==> src/rtl/axi_8bit_pkg.sv <==
// Shared definitions for the 8-bit AXI-Stream link (receiver and transmitter blocks).
// Holds the data width, the stall-LFSR tap mask and default seed, and the LFSR step function.
package axi_8bit_pkg;

    localparam int DATA_W = 8;

    // Fibonacci taps 8,6,5,4 expressed as a mask over bits [7:0].
    localparam logic [DATA_W-1:0] LFSR_TAPS         = 8'hB8;
    localparam logic [DATA_W-1:0] LFSR_SEED_DEFAULT = 8'hA5;

    function automatic logic [DATA_W-1:0] lfsr_next(input logic [DATA_W-1:0] state);
        return {state[DATA_W-2:0], ^(state & LFSR_TAPS)};
    endfunction

endpackage

==> src/rtl/axi_8bit_fifo_sync.sv <==
// First-word-fall-through synchronous FIFO with extra-MSB pointers; the head is
// presented combinationally from storage and reads as zero while empty.
module axi_8bit_fifo_sync
    import axi_8bit_pkg::*;
#(
    parameter int DEPTH = 4,
    parameter int WIDTH = DATA_W
) (
    input  logic             clk,
    input  logic             rst_n,
    input  logic             i_push,
    input  logic [WIDTH-1:0] i_push_data,
    input  logic             i_pop,
    output logic             o_full,
    output logic             o_empty,
    output logic [WIDTH-1:0] o_head
);

    localparam int AW = $clog2(DEPTH);
    localparam int PW = AW + 1;

    logic [PW-1:0]    r_wr_ptr;
    logic [PW-1:0]    r_rd_ptr;
    logic [WIDTH-1:0] r_mem [DEPTH];
    logic             w_do_push;
    logic             w_do_pop;

    assign o_empty   = (r_wr_ptr == r_rd_ptr);
    assign o_full    = (r_wr_ptr[AW] != r_rd_ptr[AW]) &&
                       (r_wr_ptr[AW-1:0] == r_rd_ptr[AW-1:0]);
    assign w_do_push = i_push && !o_full;
    assign w_do_pop  = i_pop && !o_empty;

    always_ff @(posedge clk or negedge rst_n) begin
        if (!rst_n) begin
            r_wr_ptr <= '0;
            r_rd_ptr <= '0;
        end else begin
            if (w_do_push) r_wr_ptr <= r_wr_ptr + PW'(1);
            if (w_do_pop)  r_rd_ptr <= r_rd_ptr + PW'(1);
        end
    end

    // NOTE: storage has no reset; stale entries are never visible because the
    // head is masked while empty, and leaving it unreset keeps it plain RAM.
    always_ff @(posedge clk) begin
        if (w_do_push) r_mem[r_wr_ptr[AW-1:0]] <= i_push_data;
    end

    assign o_head = o_empty ? '0 : r_mem[r_rd_ptr[AW-1:0]];

endmodule

==> src/rtl/axi_8bit_receiver_sync.sv <==
// AXI-Stream 8-bit sink: valid/ready handshake into an FWFT FIFO, pop interface out,
// wrapping accepted-byte counter. Define AXI_RX_THROTTLE_EN for the LFSR ready-stall generator.
module axi_8bit_receiver_sync
    import axi_8bit_pkg::*;
#(
    parameter int                DEPTH     = 4,
    parameter int                CNT_W     = 16,
    parameter logic [DATA_W-1:0] LFSR_SEED = LFSR_SEED_DEFAULT
) (
    input  logic              clk,
    input  logic              rst_n,
    input  logic              s_axis_valid,
    output logic              s_axis_ready,
    input  logic [DATA_W-1:0] s_axis_data,
    output logic              out_valid,
    output logic [DATA_W-1:0] out_data,
    input  logic              out_ack,
    output logic [CNT_W-1:0]  rx_count
);

    if (DEPTH < 2 || (DEPTH & (DEPTH - 1)) != 0) begin : g_bad_depth
        $error("DEPTH must be a power of two and at least 2");
    end
    if (LFSR_SEED == '0) begin : g_bad_seed
        $error("LFSR_SEED must be non-zero");
    end

    logic             w_full;
    logic             w_empty;
    logic             w_stall;
    logic             w_push;
    logic             w_pop;
    logic [CNT_W-1:0] r_rx_count;

`ifdef AXI_RX_THROTTLE_EN
    logic [DATA_W-1:0] r_lfsr;

    always_ff @(posedge clk or negedge rst_n) begin
        if (!rst_n) r_lfsr <= LFSR_SEED;
        else        r_lfsr <= lfsr_next(r_lfsr);
    end

    assign w_stall = (r_lfsr[1:0] == 2'b00);
`else
    assign w_stall = 1'b0;
`endif

    // Ready comes only from registered state so it never loops back through s_axis_valid.
    assign s_axis_ready = !w_full && !w_stall;
    assign w_push       = s_axis_valid && s_axis_ready;
    assign out_valid    = !w_empty;
    assign w_pop        = out_valid && out_ack;

    always_ff @(posedge clk or negedge rst_n) begin
        if (!rst_n)      r_rx_count <= '0;
        else if (w_push) r_rx_count <= r_rx_count + CNT_W'(1);
    end

    assign rx_count = r_rx_count;

    axi_8bit_fifo_sync #(
        .DEPTH (DEPTH),
        .WIDTH (DATA_W)
    ) u_fifo (
        .clk         (clk),
        .rst_n       (rst_n),
        .i_push      (w_push),
        .i_push_data (s_axis_data),
        .i_pop       (w_pop),
        .o_full      (w_full),
        .o_empty     (w_empty),
        .o_head      (out_data)
    );

endmodule

==> config.mk <==
export PLATFORM = sky130hd
export DESIGN_NAME = axi_8bit_receiver_sync
export DESIGN_NICKNAME = d
export VERILOG_FILES = /design/src/rtl/axi_8bit_pkg.sv /design/src/rtl/axi_8bit_fifo_sync.sv /design/src/rtl/axi_8bit_receiver_sync.sv
export SDC_FILE = /design/constraint.sdc
export NUM_CORES = 1
export LEC_CHECK = 0
export BUFFER_PORTS_ARGS = -buffer_cell sky130_fd_sc_hd__buf_2
export CORE_MARGIN = 4
export CORE_UTILIZATION = 46
export DETAILED_ROUTE_END_ITERATION = 8
export GPL_ROUTABILITY_DRIVEN = 0
export MAX_ROUTING_LAYER = met4
export PLACE_DENSITY = 0.7
export SLEW_MARGIN = 40
export SYNTH_ARGS = -nofsm -noshare
export SYNTH_HDL_FRONTEND = slang
export SYNTH_HIERARCHICAL = 1
export SYNTH_SLANG_ARGS = --single-unit
==> constraint.sdc <==
create_clock -name clk -period 2.3 [get_ports clk]
set_input_delay 0.23 -clock clk [delete_from_list [all_inputs] [get_ports clk]]
set_output_delay 0.23 -clock clk [all_outputs]
set_load 0.005 [all_outputs]
==> impl_metrics.ini, run 1 <==
[synth]
synth-edff-count = 32
synth.most_common_cell = edfxtp_1
yosys_warnings = 6
syn_area_per_cell_um2 = 15.9
synthCells = 154
synthArstFlopShare_pct = 40.7
yosys.area_share.simple_pct = 10.5
yosysTopAreaCellShare_pct = 39.3
yosys-top-cells-area = edfxtp_1 39%, dfrtp_1 23%, mux4_1 8.6%, xnor2_1 6.5%, ha_1 3.1%
synth_top_family_by_area = simple AND/OR/NAND/NOR gates
syn_nets = 172
synth-xor-area-share_pct = 9.88
synth.distinct_cells = 31
synth_area_um2 = 2440
synth_area_leader_cell = edfxtp_1
ys_seq_area_share_pct = 61.9
synth_adder_area_share_pct = 3.07
muxShareOfSynthArea_pct = 9.06
synth_compound_area_share_pct = 3.74
ys_top_cells_by_count = 32 x edfxtp_1, 22 x dfrtp_1, 18 x xnor2_1, 10 x nor2b_1, 8 x mux4_1
ys.flop_type = edfxtp_1
synth_seq_cells = 54

[global_routing]
antenna_found_initial = 0
grt_pass1_vias = 1487
grt_max_degree = 23
grt_pass1_wl_um = 7350
grtUsageTotal_pct = 15.3
grt_remaining_overflow = 0

[cts]
path_clk_slew_ps = 100
cts_resized = 0
clk_latency_ps = 300
cts_buffers = 5
htreeDepth = 2
cts_tree = built
clock-root-buffer = clkbuf_8
clockBufferDepth = 2
clock_sink_count = 54

[sta]
setup_tns_ps = 0
drv_slew = 0
hold_viol_final = 0
rsz0062_at_grt = no
setup_slack_ps = 219
min_period_ps = 2080
finalCritPeriodShare_pct = 90.5
worst_slew_pin_slew_ps = 495
timing.fmax_ghz = 0.481
skew_ps = 6.93
setup_viol = 0
hold_ws_ps = 138
slew_headroom_pct = 67.0

[worst_setup_path]
reg2reg_to = u_fifo/r_mem[2][5]
end_kind = output pin
reg2reg_depth = 6
crit_top_cell = buf_4
startpoint = u_fifo/r_rd_ptr[0]
cpMaxStageDelayCell = dfrtp_1
r2r_setup_slack_ps = 270
rr_startpoint = u_fifo/r_wr_ptr[0]
crit_path_cell_trace = buf_4 > xor2_2 > nor3_2 > buf_4 > nor2b_1 > buf_2
critPathMaxStageDelay_ps = 410
crit_arrival_ps = 1850
crit_end = out_data[5]
startpoint_type = register
cp_max_fo = 11
crit_type = reg2out
required_ps = 2070

[floorplan]
initial_core_util_pct = 47.5
core-area_um2 = 5140
rows = 26
ios = 38
die-area_um2 = 6540
chipHeight_um = 80.9
dieWidth_um = 80.9

[route]
wl_per_cell_um = 16.2
vias = 1424
drt-pass1-iter-count = 4
ant_nets = 0
drc = 0
initialDrtViolationCount = 87
routed_via_density = 5.24
routed_wl_um = 4400

[placement]
place_hpwl_um = 3210
buffer_ports.inserted = 37
place_ws_ps = 294

[min_path]
hp-start = s_axis_data[1]
hold_path_class = in2reg

[cells_and_area]
drive_gt1_share_pct = 30.7
nets = 219
area_growth_pct = 16.9
antenna_cells = 0
num-fill-cells = 437

[flow_run]
max_cap_violations = 0

[run_status]
status = finished, final reports clean

[pwr]
switching_share_pct = 35.7
p_sw_uw = 1290
power.internal_uw = 2320
leakage_uw = 0.00119
power_frac_seq_pct = 40.8
powerDensity_nw_per_um2 = 1260
peakVddDrop_v = 0.000652
power_frac_comb_pct = 41.6
clkPwrFrac_pct = 17.6
kinds of logic after synthesis:
logic type	count (synthesis)
muxes	9
and+or+nand+nor	39
AOI/OAI and AO/OA	12
buffers and inverters	9
adders and majority gates	6
xor gates and xnor gates	25
DFF	54
per-stage QoR:
step / cells / power [µW] / area, µm² / util [%]
floorplan: 154 / 2470 / 2440 / -
global placement: 263 / 2930 / 2730 / 53.1
detailed placement: 263 / 2990 / 2730 / 53.1
CTS: 272 / 3650 / 2860 / 55.6
global route: 272 / 3880 / 2860 / 55.6
finish: 272 / 3610 / 2860 / 55.6
cells in the final DEF, fill, tap and decap left out, types with 2 or more instances in the layout:
cell type,Yosys,final
dfrtp_1,22,22
xnor2_1,18,18
nand3_1,4,4
xor2_2,2,2
edfxtp_1,32,32
and4_4,3,3
a21oi_1,4,4
and3_1,5,5
nand2_1,5,5
mux4_1,8,8
inv_1,6,6
and2_1,2,2
nor2b_1,10,10
clkbuf_8,0,5
ha_1,6,6
nand4_1,4,4
o31ai_1,4,4
buf_4,1,5
xor2_1,4,4
buf_2,0,37
nand2b_1,2,2
state kept, by name (all words and copies together), names as in the netlist:
| register | cells |
|---|---|
| rx_count | 16 |
| u_fifo/r_wr_ptr | 3 |
| u_fifo/r_rd_ptr | 3 |
| u_fifo/r_mem | 32 |
final cells by class:
cell class,count,area (µm²),share of cell area (%)
repair buffers,43,233,8.14
well taps,70,87.6,3.06
inverters,6,22.5,0.788
clock buffers,5,68.8,2.41
multi-input cells,91,887,31.0
flip-flops and latches,54,1510,52.9
clock inverters,3,47.5,1.66
layer usage:
metal | routed length [µm] | global-route usage [%] | vias to the layer above
li1 | - | - | 665
met2 | 2320 | 26.3 | 26
met4 | 56 | 4.05 | 0
met5 | 0 | - | -
met1 | 1870 | 18.2 | 728
met3 | 147 | 3.33 | 5
repair_timing:
item,CTS,global route
hold buffers,1,0
endpoints found under the hold margin,22,0
buffers inserted,0,0
setup endpoints to repair,0,0
worst max-delay path, delay by kind of cell (launching register included):
kind | cells | cell delay (ps)
buffers and inverters | 3 | 580
XOR/XNOR | 1 | 330
AND/OR/NAND/NOR | 2 | 230
flip-flops | 1 | 410
worst min path at each step:
stage / to / cells past startpoint / slack [ps]
after floorplan: rx_count[0] / 0 / -70
after global placement: rx_count[15] / 1 / 210
after detailed placement: u_fifo/r_rd_ptr[2] / 1 / 220
after CTS: u_fifo/r_mem[1][5] / 1 / 130
after global routing: u_fifo/r_mem[1][1] / 1 / 120
final: u_fifo/r_mem[1][1] / 1 / 140
power by group through the flow:
| stage | combinational (µW) | sequential (µW) | clock [µW] |
|---|---|---|---|
| after floorplan | 997 | 1470 | 0 |
| after global placement | 1460 | 1470 | 0 |
| after detailed placement | 1500 | 1490 | 0 |
| after CTS | 1520 | 1470 | 657 |
| after global routing | 1670 | 1500 | 710 |
| final | 1500 | 1470 | 635 |
No activity file was read; power rests on OpenSTA's default activity.
==> run 2: changes to the inputs <==
- CTS_BUF_LIST: unset -> sky130_fd_sc_hd__clkbuf_16
==> impl_metrics.ini, run 2 (synthesis results as in run 1) <==
[sta]
setup_viol = 0
timing.fmax_ghz = 0.486
setup_tns_ps = 0
setup_slack_ps = 243
finalCritPeriodShare_pct = 89.4
min_period_ps = 2060
skew_ps = 6.33
drv_slew = 0
rsz0062_at_grt = no
hold_viol_final = 0
slew_headroom_pct = 66.9
worst_slew_pin_slew_ps = 496

[cts]
clock_sink_count = 54
htreeDepth = 2
clock-root-buffer = clkbuf_16
cts_buffers = 5
postCtsSetupBuffers = 0
cts_tree = built
clk_latency_ps = 290
clockBufferDepth = 2
path_clk_slew_ps = 70

[route]
drt-pass1-iter-count = 4
ant_nets = 0
drc = 0
routed_via_density = 5.21
vias = 1417
wl_per_cell_um = 16.3
initialDrtViolationCount = 77
routed_wl_um = 4440

[worst_setup_path]
startpoint_type = register
cp_max_fo = 11
end_kind = output pin
required_ps = 2070
crit_type = reg2out
crit_arrival_ps = 1830

[pwr]
peakVddDrop_v = 0.000878
leakage_uw = 0.00122
powerDensity_nw_per_um2 = 1310

[global_routing]
grt_max_degree = 23
grt_pass1_vias = 1481
grt_remaining_overflow = 0
antenna_found_initial = 0
grt_pass1_wl_um = 7310
grtUsageTotal_pct = 15.3

[cells_and_area]
area_growth_pct = 19.3
final_area_um2 = 2910
antenna_cells = 0
layout_common_cells = 37 x buf_2, 32 x edfxtp_1, 22 x dfrtp_1
num-fill-cells = 428
drive_gt1_share_pct = 30.7
largest_register_ffs = 32
final_common_cell = buf_2
nets = 219

[flow_run]
max_cap_violations = 0

[run_status]
status = finished, final reports clean

[floorplan]
dieWidth_um = 80.9
die-area_um2 = 6540
core-area_um2 = 5140
initial_core_util_pct = 47.5
rows = 26
chipHeight_um = 80.9
ios = 38

[placement]
place_ws_ps = 294
place_hpwl_um = 3210
buffer_ports.inserted = 37
dpl_cell_area_um2 = 2730

[min_path]
hold_path_class = in2reg
run 2: final timing paths:
path | slack (ps) | endpoint | from | cells past startpoint
worst max-delay path | 240 | out_data[5] | u_fifo/r_rd_ptr[0] | 6
worst min-delay path | 150 | u_fifo/r_mem[1][1] | s_axis_data[1] | 1
worst max register to register | 290 | u_fifo/r_mem[2][5] | u_fifo/r_wr_ptr[0] | 6
worst min register to register | 470 | rx_count[15] | rx_count[15] | 1
max in group asynchronous | 1520 | u_fifo/r_wr_ptr[0] | rst_n | 2
min in group asynchronous | 440 | u_fifo/r_rd_ptr[2] | rst_n | 2
run 2: what timing repair did:
item | in CTS | in global routing
setup endpoints to repair | 0 | 0
hold buffers | 1 | 0
hold endpoints to repair | 22 | 0
gates resized for setup | 0 | 0
run 2: where the power goes:
group	switching (µW)	total (µW)	leakage [µW]	internal, µW
logic	799	1500	0.000554	703
clock network	328	847	0.0000844	519
registers	185	1470	0.000577	1290
total	1310	3820	0.00122	2510
run 2: routing by layer:
metal	track usage, %	wire, µm
met1	18.4	1870
met2	25.6	2330
met3	3.99	203
met4	4.05	36
met5	-	0
run 2: metrics by stage:
step	utilization (%)	std cells	hold slack, ps	total power [µW]
after floorplan	-	154	-65.6	2470
after global placement	53.1	263	209	2930
after detailed placement	53.1	263	222	2990
after CTS	56.7	272	151	3870
after global routing	56.7	272	149	4100
final	56.7	272	154	3820
run 2: critical path, cell delays in order, from the launching register on:
cell     delay [ps]
dfrtp_1         400
buf_4           250
xor2_2          320
nor3_2           90
buf_4           190
nor2b_1         140
buf_2           140
run 2: layout make-up:
type | count | area [µm²] | share of cell area [%]
Clock buffer | 5 | 125 | 4.29
Clock inverter | 3 | 47.5 | 1.63
Inverter | 6 | 22.5 | 0.773
Multi-Input combinational cell | 91 | 887 | 30.4
Sequential cell | 54 | 1510 | 51.9
Tap cell | 70 | 87.6 | 3.01
Timing Repair Buffer | 43 | 233 | 7.99
==> run 3: changes to the inputs <==
- CORE_ASPECT_RATIO: unset -> 1.4
==> impl_metrics.ini, run 3 (synthesis results as in run 1) <==
[floorplan]
ios = 38
die-area_um2 = 6560
core-area_um2 = 5160
chipHeight_um = 94.2
rows = 31
initial_core_util_pct = 47.4
dieWidth_um = 69.6

[cts]
clock_sink_count = 54
cts_tree = built
cts_resized = 0
clockBufferDepth = 2
clock-root-buffer = clkbuf_16
path_clk_slew_ps = 70
cts_hold_buf = 1
cts_buffers = 5
htreeDepth = 2
postCtsSetupBuffers = 0
clk_latency_ps = 290

[global_routing]
grt_pass1_wl_um = 7760
grt_max_degree = 23
grt_remaining_overflow = 0
grt.met3_usage_pct = 4.71
busiest_layer = met2
grt_pass1_vias = 1572
grtUsageTotal_pct = 16.3
antenna_found_initial = 0
use_met2_pct = 29.1
met1_usage_pct = 16.6

[cells_and_area]
nets = 223
drive_gt1_share_pct = 32.0
layout_common_cells = 37 x buf_2, 32 x edfxtp_1, 22 x dfrtp_1
antenna_cells = 0
area_growth_pct = 19.4
largest_register_ffs = 32
final_common_cell = buf_2

[worst_setup_path]
cpMaxStageDelayCell = dfrtp_1
crit_top_cell = buf_4
critPathMaxStageDelay_ps = 390
crit_path_cell_trace = buf_4 > xor2_2 > nor3_2 > buf_4 > nor2b_1 > buf_2
cp_max_fo = 11
startpoint_type = register
required_ps = 2070
end_kind = output pin
crit_arrival_ps = 1820
crit_buf_inv = 3
crit_type = reg2out
crit_family = buffers and inverters

[sta]
timing.fmax_ghz = 0.488
worst_slew_pin_slew_ps = 507
finalCritPeriodShare_pct = 89.2
rsz0062_at_grt = no
setup_viol = 0
slew_headroom_pct = 66.2
min_period_ps = 2050
setup_tns_ps = 0
setup_slack_ps = 249
hold_viol_final = 0
skew_ps = 6.20
drv_slew = 0

[pwr]
power.total_uw = 3810
powerDensity_nw_per_um2 = 1310
leakage_uw = 0.00122
peakVddDrop_v = 0.000629

[route]
drc = 0
wl_per_cell_um = 17.4
routed_via_density = 5.34
routed_wl_um = 4730
ant_nets = 0
initialDrtViolationCount = 27
vias = 1452
drt-pass1-iter-count = 4

[placement]
place_hpwl_um = 3380
place_ws_ps = 276
buffer_ports.inserted = 37

[min_path]
hold_path_class = in2reg

[flow_run]
max_cap_violations = 0

[run_status]
status = finished, final reports clean
-- run 3: through the flow --
step / util, % / cell area (µm²) / std cells / hold slack, ps
after floorplan: - / 2440 / 154 / -65.6
after global placement: 53.4 / 2760 / 263 / 212
after detailed placement: 53.4 / 2760 / 263 / 224
after CTS: 56.5 / 2920 / 272 / 140
after global routing: 56.5 / 2920 / 272 / 141
final: 56.5 / 2920 / 272 / 146
-- run 3: metal layers --
layer / part of all wire (%) / wire [µm] / up-vias
li1: - / - / 684
met1: 38 / 1790 / 719
met2: 54 / 2560 / 36
met3: 4.9 / 233 / 13
met4: 3.1 / 147 / 0
met5: 0 / 0 / -
-- run 3: path summary, 6_finish.rpt --
kind / from / endpoint / slack [ps] / depth (start not counted)
worst max-delay path: u_fifo/r_rd_ptr[0] / out_data[4] / 250 / 6
worst min-delay path: s_axis_data[7] / u_fifo/r_mem[2][7] / 150 / 1
worst max register to register: u_fifo/r_rd_ptr[2] / u_fifo/r_mem[3][1] / 260 / 8
worst min register to register: rx_count[15] / rx_count[15] / 500 / 1
max in group asynchronous: rst_n / rx_count[3] / 1520 / 2
min in group asynchronous: rst_n / u_fifo/r_rd_ptr[2] / 430 / 2
-- run 3: area by class of cell --
class	count	area [µm²]
sequential	54	1510
timing repair buffer	47	263
fill	416	2240
clock inverter	3	25.0
tap	66	82.6
inverter	6	22.5
clock buffer	5	125
multi-input combinational	91	887
-- run 3: power breakdown --
part / switching, µW / internal [µW]
Sequential: 169 / 1290
Combinational: 848 / 754
Clock: 342 / 409
